<file path="config.mk">
export PLATFORM = sky130hd
export DESIGN_NAME = config_frame_sink
export DESIGN_NICKNAME = d
export VERILOG_FILES = /design/src/rtl/cfg_pkg.sv /design/src/rtl/cfg_crc16.sv /design/src/rtl/config_frame_sink.sv
export SDC_FILE = /design/constraint.sdc
export NUM_CORES = 1
export LEC_CHECK = 0
export BUFFER_PORTS_ARGS = -buffer_cell sky130_fd_sc_hd__buf_2
export CAP_MARGIN = 10
export CORE_AREA = 2 2 327 329
export DETAILED_ROUTE_END_ITERATION = 6
export DIE_AREA = 0 0 329 331
export MAX_ROUTING_LAYER = met4
export PLACE_DENSITY = 0.47
export RECOVER_POWER = 100
export SETUP_SLACK_MARGIN = 0.15
export SYNTH_ARGS = -nofsm -noshare
export SYNTH_HDL_FRONTEND = slang
export SYNTH_HIERARCHICAL = 1
export SYNTH_SLANG_ARGS = --single-unit
</file>
<file path="constraint.sdc">
create_clock -name clock -period 3.9 [get_ports clock]
set_input_delay 0.39 -clock clock [delete_from_list [all_inputs] [get_ports clock]]
set_output_delay 0.39 -clock clock [all_outputs]
set_load 0.05 [all_outputs]
</file>
<file path="src/rtl/cfg_pkg.sv">
// -----------------------------------------------------------------------------
// cfg_pkg -- shared definitions for the configuration frame sink.
//
// Contents:
//   CFG_FRAME_W, CFG_NUM_FRAMES : default frame geometry of the fabric
//   CRC16_POLY, CRC16_INIT      : CRC-16-CCITT constants
//   cfg_state_t                 : receiver FSM states
//   fold16()                    : XOR-fold of one frame word down to 16 bits
//   crc16_step()                : one 16-bit-wide CRC-16-CCITT update, MSB first
//
// The CRC helpers are only exercised when CONFIG_CRC_EN is defined.
// -----------------------------------------------------------------------------
package cfg_pkg;

   localparam int          CFG_FRAME_W    = 320;
   localparam int          CFG_NUM_FRAMES = 172;
   localparam logic [15:0] CRC16_POLY     = 16'h1021;
   localparam logic [15:0] CRC16_INIT     = 16'hFFFF;

   typedef enum logic [1:0] {
      IDLE,
      LOAD,
      DONE,
      ERR
   } cfg_state_t;

   // XOR of all 16-bit slices of the frame; a partial top slice is zero-padded.
   function automatic logic [15:0] fold16(input logic [CFG_FRAME_W-1:0] frame);
      logic [15:0] acc;
      acc = '0;
      for (int i = 0; i < (CFG_FRAME_W + 15) / 16; i++) begin
         acc ^= 16'(frame >> (16 * i));
      end
      return acc;
   endfunction

   // Shift 16 data bits (MSB first) through the CCITT polynomial.
   function automatic logic [15:0] crc16_step(input logic [15:0] crc,
                                              input logic [15:0] data);
      logic [15:0] c;
      logic        fb;
      c = crc;
      for (int i = 15; i >= 0; i--) begin
         fb = c[15] ^ data[i];
         c  = {c[14:0], 1'b0};
         if (fb) c ^= CRC16_POLY;
      end
      return c;
   endfunction

endpackage

</file>
<file path="src/rtl/cfg_crc16.sv">
// -----------------------------------------------------------------------------
// cfg_crc16 -- running CRC-16-CCITT over committed configuration frames.
// Each enabled cycle folds the frame to 16 bits and advances the CRC by one
// step. Instantiated by config_frame_sink only when CONFIG_CRC_EN is defined.
//
// Ports:
//   clock     in   system clock
//   rst       in   asynchronous active-low reset (CRC returns to CRC16_INIT)
//   clear     in   synchronous restart of the CRC at the start of a load
//   enable    in   advance the CRC with `frame` (one pulse per commit)
//   frame     in   FRAME_W frame contents being committed
//   crc       out  current CRC value
//   crc_next  out  CRC value after folding in `frame` (combinational)
// -----------------------------------------------------------------------------
module cfg_crc16
   import cfg_pkg::*;
#(
   parameter int FRAME_W = CFG_FRAME_W
) (
   input  logic               clock,
   input  logic               rst,
   input  logic               clear,
   input  logic               enable,
   input  logic [FRAME_W-1:0] frame,
   output logic [15:0]        crc,
   output logic [15:0]        crc_next
);

   logic [CFG_FRAME_W-1:0] frame_pad;

   assign frame_pad = CFG_FRAME_W'(frame);
   assign crc_next  = crc16_step(crc, fold16(frame_pad));

   always_ff @(posedge clock or negedge rst) begin
      if (!rst) begin
         crc <= CRC16_INIT;
      end else if (clear) begin
         crc <= CRC16_INIT;
      end else if (enable) begin
         crc <= crc_next;
      end
   end

endmodule

</file>
<file path="src/rtl/config_frame_sink.sv">
// -----------------------------------------------------------------------------
// config_frame_sink -- fabric-side receiver of the configuration load stream.
//
// The driver walks a one-hot select across NUM_FRAMES frames; each time the
// select moves on, the frame that was just selected is written to tile config
// storage one cycle later. Protocol violations latch an error until reset;
// a clean load raises cfg_done and then ff_en_out.
//
// Ports:
//   clock          in   system clock, rising edge
//   rst            in   asynchronous active-low reset
//   configs_in     in   FRAME_W frame data from the config driver
//   configs_en     in   NUM_FRAMES one-hot frame select (zero after last frame)
//   crc_expect     in   16-bit expected CRC        (CONFIG_CRC_EN only)
//   crc_ok         out  CRC matched on completion   (CONFIG_CRC_EN only)
//   frame_we       out  one-cycle write strobe
//   frame_addr     out  ADDR_W index of the frame being written
//   frame_data     out  FRAME_W committed frame contents
//   frames_loaded  out  ADDR_W+1 count of committed frames
//   cfg_done       out  all frames committed with a clean protocol
//   cfg_err        out  sticky protocol violation
//   ff_en_out      out  user-flop enable, one cycle after cfg_done
//
// Build option: define CONFIG_CRC_EN to add the CRC check on completion.
// ADDR_W must satisfy 2**ADDR_W >= NUM_FRAMES.
// -----------------------------------------------------------------------------
module config_frame_sink
   import cfg_pkg::*;
#(
   parameter int FRAME_W    = CFG_FRAME_W,
   parameter int NUM_FRAMES = CFG_NUM_FRAMES,
   parameter int ADDR_W     = 8
) (
   input  logic                  clock,
   input  logic                  rst,
   input  logic [FRAME_W-1:0]    configs_in,
   input  logic [NUM_FRAMES-1:0] configs_en,
`ifdef CONFIG_CRC_EN
   input  logic [15:0]           crc_expect,
   output logic                  crc_ok,
`endif
   output logic                  frame_we,
   output logic [ADDR_W-1:0]     frame_addr,
   output logic [FRAME_W-1:0]    frame_data,
   output logic [ADDR_W:0]       frames_loaded,
   output logic                  cfg_done,
   output logic                  cfg_err,
   output logic                  ff_en_out
);

   cfg_state_t            state, state_next;
   logic [NUM_FRAMES-1:0] en_q;
   logic [FRAME_W-1:0]    data_q;
   logic [ADDR_W-1:0]     idx;

   logic                  advance;
   logic                  step_ok;
   logic                  last_frame;
   logic                  commit;
   logic                  start_load;
   logic                  crc_pass;

   // The frame index is the commit count; it never exceeds NUM_FRAMES-1
   // while a write is still pending.
   assign idx        = frames_loaded[ADDR_W-1:0];
   assign advance    = (configs_en != en_q) && (en_q != '0);
   assign last_frame = (idx == ADDR_W'(NUM_FRAMES - 1));
   // The select must move exactly one place up; falling off the top end is
   // only legal when the last frame was the one selected.
   assign step_ok    = (configs_en == (en_q << 1)) &&
                       ((configs_en != '0) || last_frame);
   assign cfg_err    = (state == ERR);

`ifdef CONFIG_CRC_EN
   logic [15:0] crc_cur;
   logic [15:0] crc_next;

   cfg_crc16 #(
      .FRAME_W (FRAME_W)
   ) u_crc (
      .clock    (clock),
      .rst      (rst),
      .clear    (start_load),
      .enable   (commit),
      .frame    (data_q),
      .crc      (crc_cur),
      .crc_next (crc_next)
   );

   // The final commit is checked using the CRC value that includes it.
   assign crc_pass = (crc_next == crc_expect);
`else
   assign crc_pass = 1'b1;
`endif

   // State register.
   always_ff @(posedge clock or negedge rst) begin
      if (!rst) begin
         state <= IDLE;
      end else begin
         state <= state_next;
      end
   end

   // Next state and per-cycle control strobes.
   always_comb begin
      // NOTE: every signal written here gets a default first, so no path
      // leaves it unassigned and no latch is inferred.
      state_next = state;
      commit     = 1'b0;
      start_load = 1'b0;
      case (state)
         IDLE: begin
            if (configs_en == NUM_FRAMES'(1)) begin
               state_next = LOAD;
               start_load = 1'b1;
            end else if (configs_en != '0) begin
               state_next = ERR;
            end
         end
         LOAD: begin
            if (advance) begin
               if (step_ok) begin
                  commit = 1'b1;
                  if (configs_en == '0) state_next = crc_pass ? DONE : ERR;
               end else begin
                  state_next = ERR;
               end
            end
         end
         DONE: begin
            if (configs_en != '0) state_next = ERR;
         end
         default: begin
            state_next = ERR;
         end
      endcase
   end

   // Input pipeline, write port and status outputs.
   always_ff @(posedge clock or negedge rst) begin
      if (!rst) begin
         en_q          <= '0;
         data_q        <= '0;
         frame_we      <= 1'b0;
         frame_addr    <= '0;
         frame_data    <= '0;
         frames_loaded <= '0;
         cfg_done      <= 1'b0;
         ff_en_out     <= 1'b0;
`ifdef CONFIG_CRC_EN
         crc_ok        <= 1'b0;
`endif
      end else begin
         // NOTE: non-blocking assignments here, so every register samples the
         // pre-edge value of the others regardless of statement order.
         en_q     <= configs_en;
         data_q   <= configs_in;
         frame_we <= commit;
         if (start_load) begin
            frames_loaded <= '0;
         end else if (commit) begin
            frame_addr    <= idx;
            frame_data    <= data_q;
            frames_loaded <= frames_loaded + 1'b1;
         end
         // Done follows the final write by one cycle, the flop enable by two;
         // both drop in the same cycle the FSM falls into ERR.
         cfg_done  <= (state == DONE) && (state_next == DONE);
         ff_en_out <= cfg_done && (state_next == DONE);
`ifdef CONFIG_CRC_EN
         if (state_next == ERR) begin
            crc_ok <= 1'b0;
         end else if (commit && (state_next == DONE)) begin
            crc_ok <= 1'b1;
         end
`endif
      end
   end

endmodule

</file>
==> reports/summary.txt, run 1 <==
Status: finished with violations
Clk_lat worst skew: 680 ps
Static leakage: 20.9 nW
Psw: 0.00488 W
Cell internal pwr: 0.0149 W
Iteration-0 DRC Markers: 2008
Worst setup SP type: primary input
Largest net degree at the start of global routing: 124
Num ports: 835
Syn_nets: 3120
RSZ-0062 raised after global routing: true
Slew of the pin with the lowest slew margin: 1970 ps
Drt total wl: 147000 um
Count of cell types in the netlist: 40
Worst-path clk slew: 60 ps
TritonCTS clock tree: done
Vias: 25500
Final antenna-violating net count: 0
Hold Violations, Final: 0
Clock Skew: 44.4 ps
Via/cell ratio: 4.54
Post-synth EDFFs: 0
Post-DP HPWL: 117000 um
Sequential Power Share: 46.1%
Cell row count: 119
WP data required: 4440 ps
Die Footprint: 0.109 mm^2
Post-CTS setup buffers: 0
GRT Util Overall: 27.4%
Total grt overflow: 0
Fin. max-slew vios: 57
Pwr Density: 444 mW/mm^2
RePlAce Congestion: 0.998
YS warnings: 6
Period minus WS final: 3840 ps
Main synth FF type: dfrtp_1
Sw Share: 24.7%
H-tree lvl count: 3
Layout cells sized above 1: 15.0%
Initial antenna violation count: 23
Sum Neg Setup Slack: 0 ps
Core Region: 0.105 mm^2
Max_cap viols: 1
Worst slew margin: -31.6%
Die width: 329 um
Worst min path class: in2reg
Period utilization: 98.6%
Fmax: 260 MHz
Failing checks: max-capacitance violations, max-slew violations
Kind of critical path: in2reg
Dpl cells: 4942
Leading area contributor after synthesis: dfrtp_1
I/O Buffers: 834
Ys async rst share: 100%
TritonCTS buffer count: 94
Non-Filler Instances: 5609
Maximum buffer depth of the clock tree: 3
DR pass1 iterations: 5
IR drop worst, VDD: 0.409 mV
Starting Density: 28.6%
Synth Cell Area: 0.0301 mm^2
Yosys reg bits: 834
Post-route DRC: 0
DR WL/cell: 26.2 um
Synth-to-layout area growth: 48.1%
Clock sinks: 834
Endpoints failing setup: 0
Root buffer cell: clkbuf_16
Logic gate share of total power: 8.8%
Avg Cell Area, Syn: 11.4 um^2
Filler cell count: 10300
Vias in the first global route: 26500
Largest cells by area after synthesis: dfrtp_1 69%, nand2_1 12%, xnor2_1 5.7%
First-pass GRT wire length: 202000 um
Post-synthesis cell count: 2625
Seq/Total Area, Yosys: 69.4%
Utilization after layout: 42.4%
Setup crit end kind: flop
Nets: 4627
Die height: 331 um
Clock power frac: 45.0%
Top cell type's share of synthesized area: 69.4%
Maximum fanout along the worst path: 39
Critical Path AT: 4380 ps
[power groups by stage]
stage | sequential (W) | combinational [W] | clock (W)
final | 0.00912 | 0.00174 | 0.00890
after global routing | 0.00914 | 0.00183 | 0.00946
after CTS | 0.00911 | 0.00178 | 0.00910
after detailed placement | 0.00927 | 0.00135 | 0
after global placement | 0.00927 | 0.00137 | 0
after floorplan | 0.00919 | 0.000325 | 0
[kinds of logic after synthesis]
family / Yosys count / synth area share [%]
compound gates: 75 / 1.93
fa+ha+maj: 1 / 0.0416
mux: 1 / 0.0333
flops: 834 / 69.4
buf+inv: 133 / 1.81
xor+xnor: 262 / 7.64
simple gates: 1319 / 19.1
[layer usage]
metal / track usage [%] / wire (um) / vias up
li1: - / - / 11600
met4: 12.8 / 8070 / 0
met3: 5.89 / 10200 / 265
met1: 32.0 / 57100 / 12600
met2: 45.3 / 71400 / 1060
met5: - / 0 / -
[area by class of cell]
cell class / count / area (um^2) / share of cell area (%)
multi-input cells: 1658 / 8690 / 19.5
diodes: 21 / 52.6 / 0.118
repair buffers: 1486 / 9870 / 22.2
inverters: 58 / 225 / 0.506
clock inverters: 31 / 414 / 0.931
flip-flops and latches: 834 / 20900 / 46.9
clock buffers: 130 / 2640 / 5.93
well taps: 1391 / 1740 / 3.91
[synth_stat cells (11+ instances only)]
library cell and instances:
inv_1 55, dfrtp_1 834, nand2b_1 24, clkbuf_1 40, nor2_1 11, nand4_1 84
buf_2 35, nand2_1 992, xnor2_1 196, xor2_1 66, nor2b_1 55, nor4_1 119
a2111oi_0 19, o22ai_1 15
[per-stage QoR]
| stage | area, um^2 | total power [W] | setup slack, ps | hold slack (ps) |
|---|---|---|---|---|
| after floorplan | 30100 | 0.00951 | 968 | 94.4 |
| after global placement | 37300 | 0.0106 | 31.1 | 405 |
| after detailed placement | 37300 | 0.0106 | 93.7 | 418 |
| after CTS | 45200 | 0.0200 | 151 | 33.3 |
| after global routing | 44500 | 0.0204 | 67.6 | 171 |
| final | 44500 | 0.0198 | 56.0 | 210 |
[placed cells by master, fill, tap and decap left out, types with 15 or more instances in the layout]
master,count
nor2b_1,55
dlygate4sd3_1,485
nand2b_1,24
clkinv_2,15
buf_4,116
nor4_1,115
o22ai_1,15
diode_2,21
clkbuf_16,95
xnor2_1,196
nand2_1,992
clkbuf_1,544
dfrtp_1,833
xor2_1,66
buf_2,329
nand4_1,84
buf_12,23
inv_1,55
[flip-flops by register name, summed over array words and instances (netlist names)]
register / count
en_q: 172
frames_loaded: 9
frame_addr: 8
data_q: 320
frame_data: 320
frame_we: 1
state: 2
cfg_done: 1
ff_en_out: 1
[worst max-delay path, stage by stage]
cell	delay [ps]
dlygate4sd3_1	520
clkbuf_1	410
inv_1	170
a2111oi_0	530
nand4_1	160
nor4_1	520
buf_4	230
o311ai_1	130
or4b_4	650
buf_4	270
buf_12	200
nand2_1	90
nand2_1	50
[what timing repair did]
item / in CTS / in global routing
pin swaps: 0 / 1
hold buffers: 485 / 0
hold endpoints to repair: 532 / 0
setup endpoints to repair: 275 / 339
gates resized for setup: 1 / 11
cloned: 0 / 0
[worst paths after layout]
path                                       from                           to  slack (ps)  depth (start not counted)
min in group asynchronous                   rst   frame_data[62]$_DFFE_PN0P_         850                          2
hold / removal                   configs_en[71]           en_q[71]$_DFF_PN0_         210                          2
setup / recovery                configs_en[154]  frame_data[133]$_DFFE_PN0P_          60                         13
max in group asynchronous                   rst            en_q[9]$_DFF_PN0_         660                          3
hold reg to reg            data_q[90]$_DFF_PN0_   frame_data[90]$_DFFE_PN0P_         410                          2
setup reg to reg             en_q[58]$_DFF_PN0_  frame_data[133]$_DFFE_PN0P_         200                         11
(Power assumes the default switching activity.)
==> run 2, diff against run 1 <==
--- a/config.mk
+++ b/config.mk
@@ -11,7 +11,6 @@
 export DETAILED_ROUTE_END_ITERATION = 6
 export DIE_AREA = 0 0 329 331
 export MAX_ROUTING_LAYER = met4
-export PLACE_DENSITY = 0.47
 export RECOVER_POWER = 100
 export SETUP_SLACK_MARGIN = 0.15
 export SYNTH_ARGS = -nofsm -noshare
==> run 2 against run 1 <==
- the run still ends with max-capacitance violations, max-slew violations left
- first-iteration DRC count increased by 20%
- clock-buffer cell count shrank 9
- maximum frequency increased by 0.24%
- clock power rose by 7.1%
- utilization rose by 0.44 points
- sequential share of layout area down 0.48 points
- routed wire length grew 5.3%
- total power rose by 3.7%
==> reports/summary.txt, run 2 (synthesized netlist as in run 1, its figures left out) <==
Status: finished with violations
Failing checks: max-capacitance violations, max-slew violations
Vias: 26600
TritonCTS buffer count: 92
Post-DP HPWL: 121000 um
Filler cell count: 10100
Root buffer cell: clkbuf_16
Num ports: 835
Post-CTS setup buffers: 0
Fmax: 261 MHz
Top flop regs: data_q: 320 flops, frame_data: 320 flops, en_q: 172 flops
Nets: 4649
DR WL/cell: 27.4 um
WP data required: 4530 ps
Clock sinks: 834
CP max stage delay: 580 ps
Die width: 329 um
Total grt overflow: 0
Cell row count: 119
Clock Skew: 65.6 ps
Worst Setup Slack, final: 65.4 ps
RePlAce Congestion: 1.06
Final antenna-violating net count: 0
TritonCTS clock tree: done
Core Region: 0.105 mm^2
Synth-to-layout area growth: 49.6%
Most common cell after layout, fill and taps aside: nand2_1
Cell internal pwr: 0.0154 W
Maximum buffer depth of the clock tree: 3
RSZ-0062 raised after global routing: false
Pwr Density: 456 mW/mm^2
Cell repeated most along the worst path: buf_12
Kind of critical path: in2reg
Via/cell ratio: 4.72
Post-route DRC: 0
Layout cells sized above 1: 15.6%
First-pass GRT wire length: 211000 um
H-tree lvl count: 3
Sw Share: 25.0%
Clk_lat worst skew: 710 ps
Placement Setup Slack: -91.6 ps
Worst-path clk slew: 60 ps
Worst setup SP type: primary input
Clock power frac: 46.5%
Worst hold slack: 68.5 ps
Slew of the pin with the lowest slew margin: 3260 ps
Psw: 0.00512 W
Die height: 331 um
Die Footprint: 0.109 mm^2
Largest net degree at the start of global routing: 111
Sequential Power Share: 44.6%
Static leakage: 21.2 nW
Non-Filler Instances: 5634
DR pass1 iterations: 7
Worst slew margin: -117%
Endpoints failing setup: 0
Starting Density: 28.6%
GRT Util Overall: 28.7%
Slowest stage cell, crit path: nor4_1
Commonest cells after routing, fill and taps aside: 992 x nand2_1, 834 x dfrtp_1, 556 x clkbuf_1, 471 x dlygate4sd3_1, 309 x buf_2
Period utilization: 98.3%
Setup crit end kind: flop
Drt total wl: 155000 um
Dpl cells: 4980
Worst min path class: in2reg
Period minus WS final: 3830 ps
Logic gate share of total power: 8.9%
Max_cap viols: 1
Initial antenna violation count: 29
Maximum fanout along the worst path: 28
Vias in the first global route: 27700
Iteration-0 DRC Markers: 2418
IR drop worst, VDD: 0.376 mV
Critical Path, Cell by Cell: dlygate4sd3_1, clkbuf_1, nor4_1, nand4_1, nor4_1, nand4_1, buf_4, o311ai_1, or4b_4, buf_12, buf_12, buf_12, nand2_1, nand2_1
Fin. max-slew vios: 82
Critical Path AT: 4460 ps
Hold Violations, Final: 0
I/O Buffers: 834
[run 2: changes by cell type in the layout (fill, tap and decap cells not counted), moves of 3 or more]
cell	before	now
inv_6	0	3
buf_4	116	141
bufinv_16	7	14
clkinv_16	1	4
buf_12	23	30
clkbuf_8	13	16
clkbuf_4	5	0
buf_2	329	309
clkbuf_1	544	556
dlygate4sd3_1	485	471
clkbuf_2	5	13
[run 2: stage by stage]
step	instance area, um^2	total power (W)	setup TNS (ps)	util [%]
finish	45000	0.0205	0	42.8
global route	45000	0.0211	0	42.8
detailed placement	37600	0.0107	-13410	35.8
CTS	45600	0.0206	0	43.5
global placement	37600	0.0107	-33510	35.8
floorplan	30100	0.00951	0	-
[run 2: worst max-delay path: cells and delay by family]
family	cells	cell delay (ps)
AOI/OAI and AO/OA	1	400
and+or+nand+nor	7	1960
buffers and inverters	6	1660
[run 2: path summary, 6_finish.rpt]
| kind | startpoint | endpoint | slack [ps] | depth (start not counted) |
|---|---|---|---|---|
| worst min-delay path | configs_en[44] | en_q[44]$_DFF_PN0_ | 70 | 2 |
| worst max-delay path | configs_en[119] | frame_data[291]$_DFFE_PN0P_ | 70 | 14 |
| min in group asynchronous | rst | frame_data[51]$_DFFE_PN0P_ | 1320 | 2 |
| worst min register to register | data_q[249]$_DFF_PN0_ | frame_data[249]$_DFFE_PN0P_ | 430 | 2 |
| worst max register to register | en_q[168]$_DFF_PN0_ | frame_data[291]$_DFFE_PN0P_ | 160 | 12 |
| max in group asynchronous | rst | data_q[9]$_DFF_PN0_ | 560 | 3 |
[run 2: layout make-up]
| cell class | instances | area (um^2) | share of cell area (%) |
|---|---|---|---|
| inverters | 58 | 225 | 0.501 |
| flip-flops and latches | 834 | 20900 | 46.4 |
| well taps | 1391 | 1740 | 3.87 |
| multi-input cells | 1658 | 8710 | 19.4 |
| diodes | 20 | 50.0 | 0.111 |
| repair buffers | 1510 | 10000 | 22.4 |
| clock inverters | 42 | 719 | 1.60 |
| clock buffers | 121 | 2590 | 5.77 |
[run 2: timing repair]
item,4_1_cts,5_1_grt
resized for setup,2,10
endpoints found under the hold margin,535,0
hold buffers,471,0
setup endpoints to repair,323,299
[run 2: power by group through the flow]
| stage | Combinational [W] | Clock [W] | Sequential [W] |
|---|---|---|---|
| 4_1_cts | 0.00182 | 0.00969 | 0.00913 |
| 3_3_place_gp | 0.00143 | 0 | 0.00929 |
| 3_5_place_dp | 0.00141 | 0 | 0.00928 |
| 6_report | 0.00182 | 0.00953 | 0.00914 |
| 5_1_grt | 0.00189 | 0.0100 | 0.00915 |
| 2_1_floorplan | 0.000325 | 0 | 0.00919 |
[run 2: metal layers]
layer	part of all wire [%]	track usage, %	vias to the layer above
li1	-	-	11600
met1	38	34.0	13300
met2	46	44.6	1356
met3	8.0	6.29	348
met4	7.4	17.8	0
met5	0	-	-
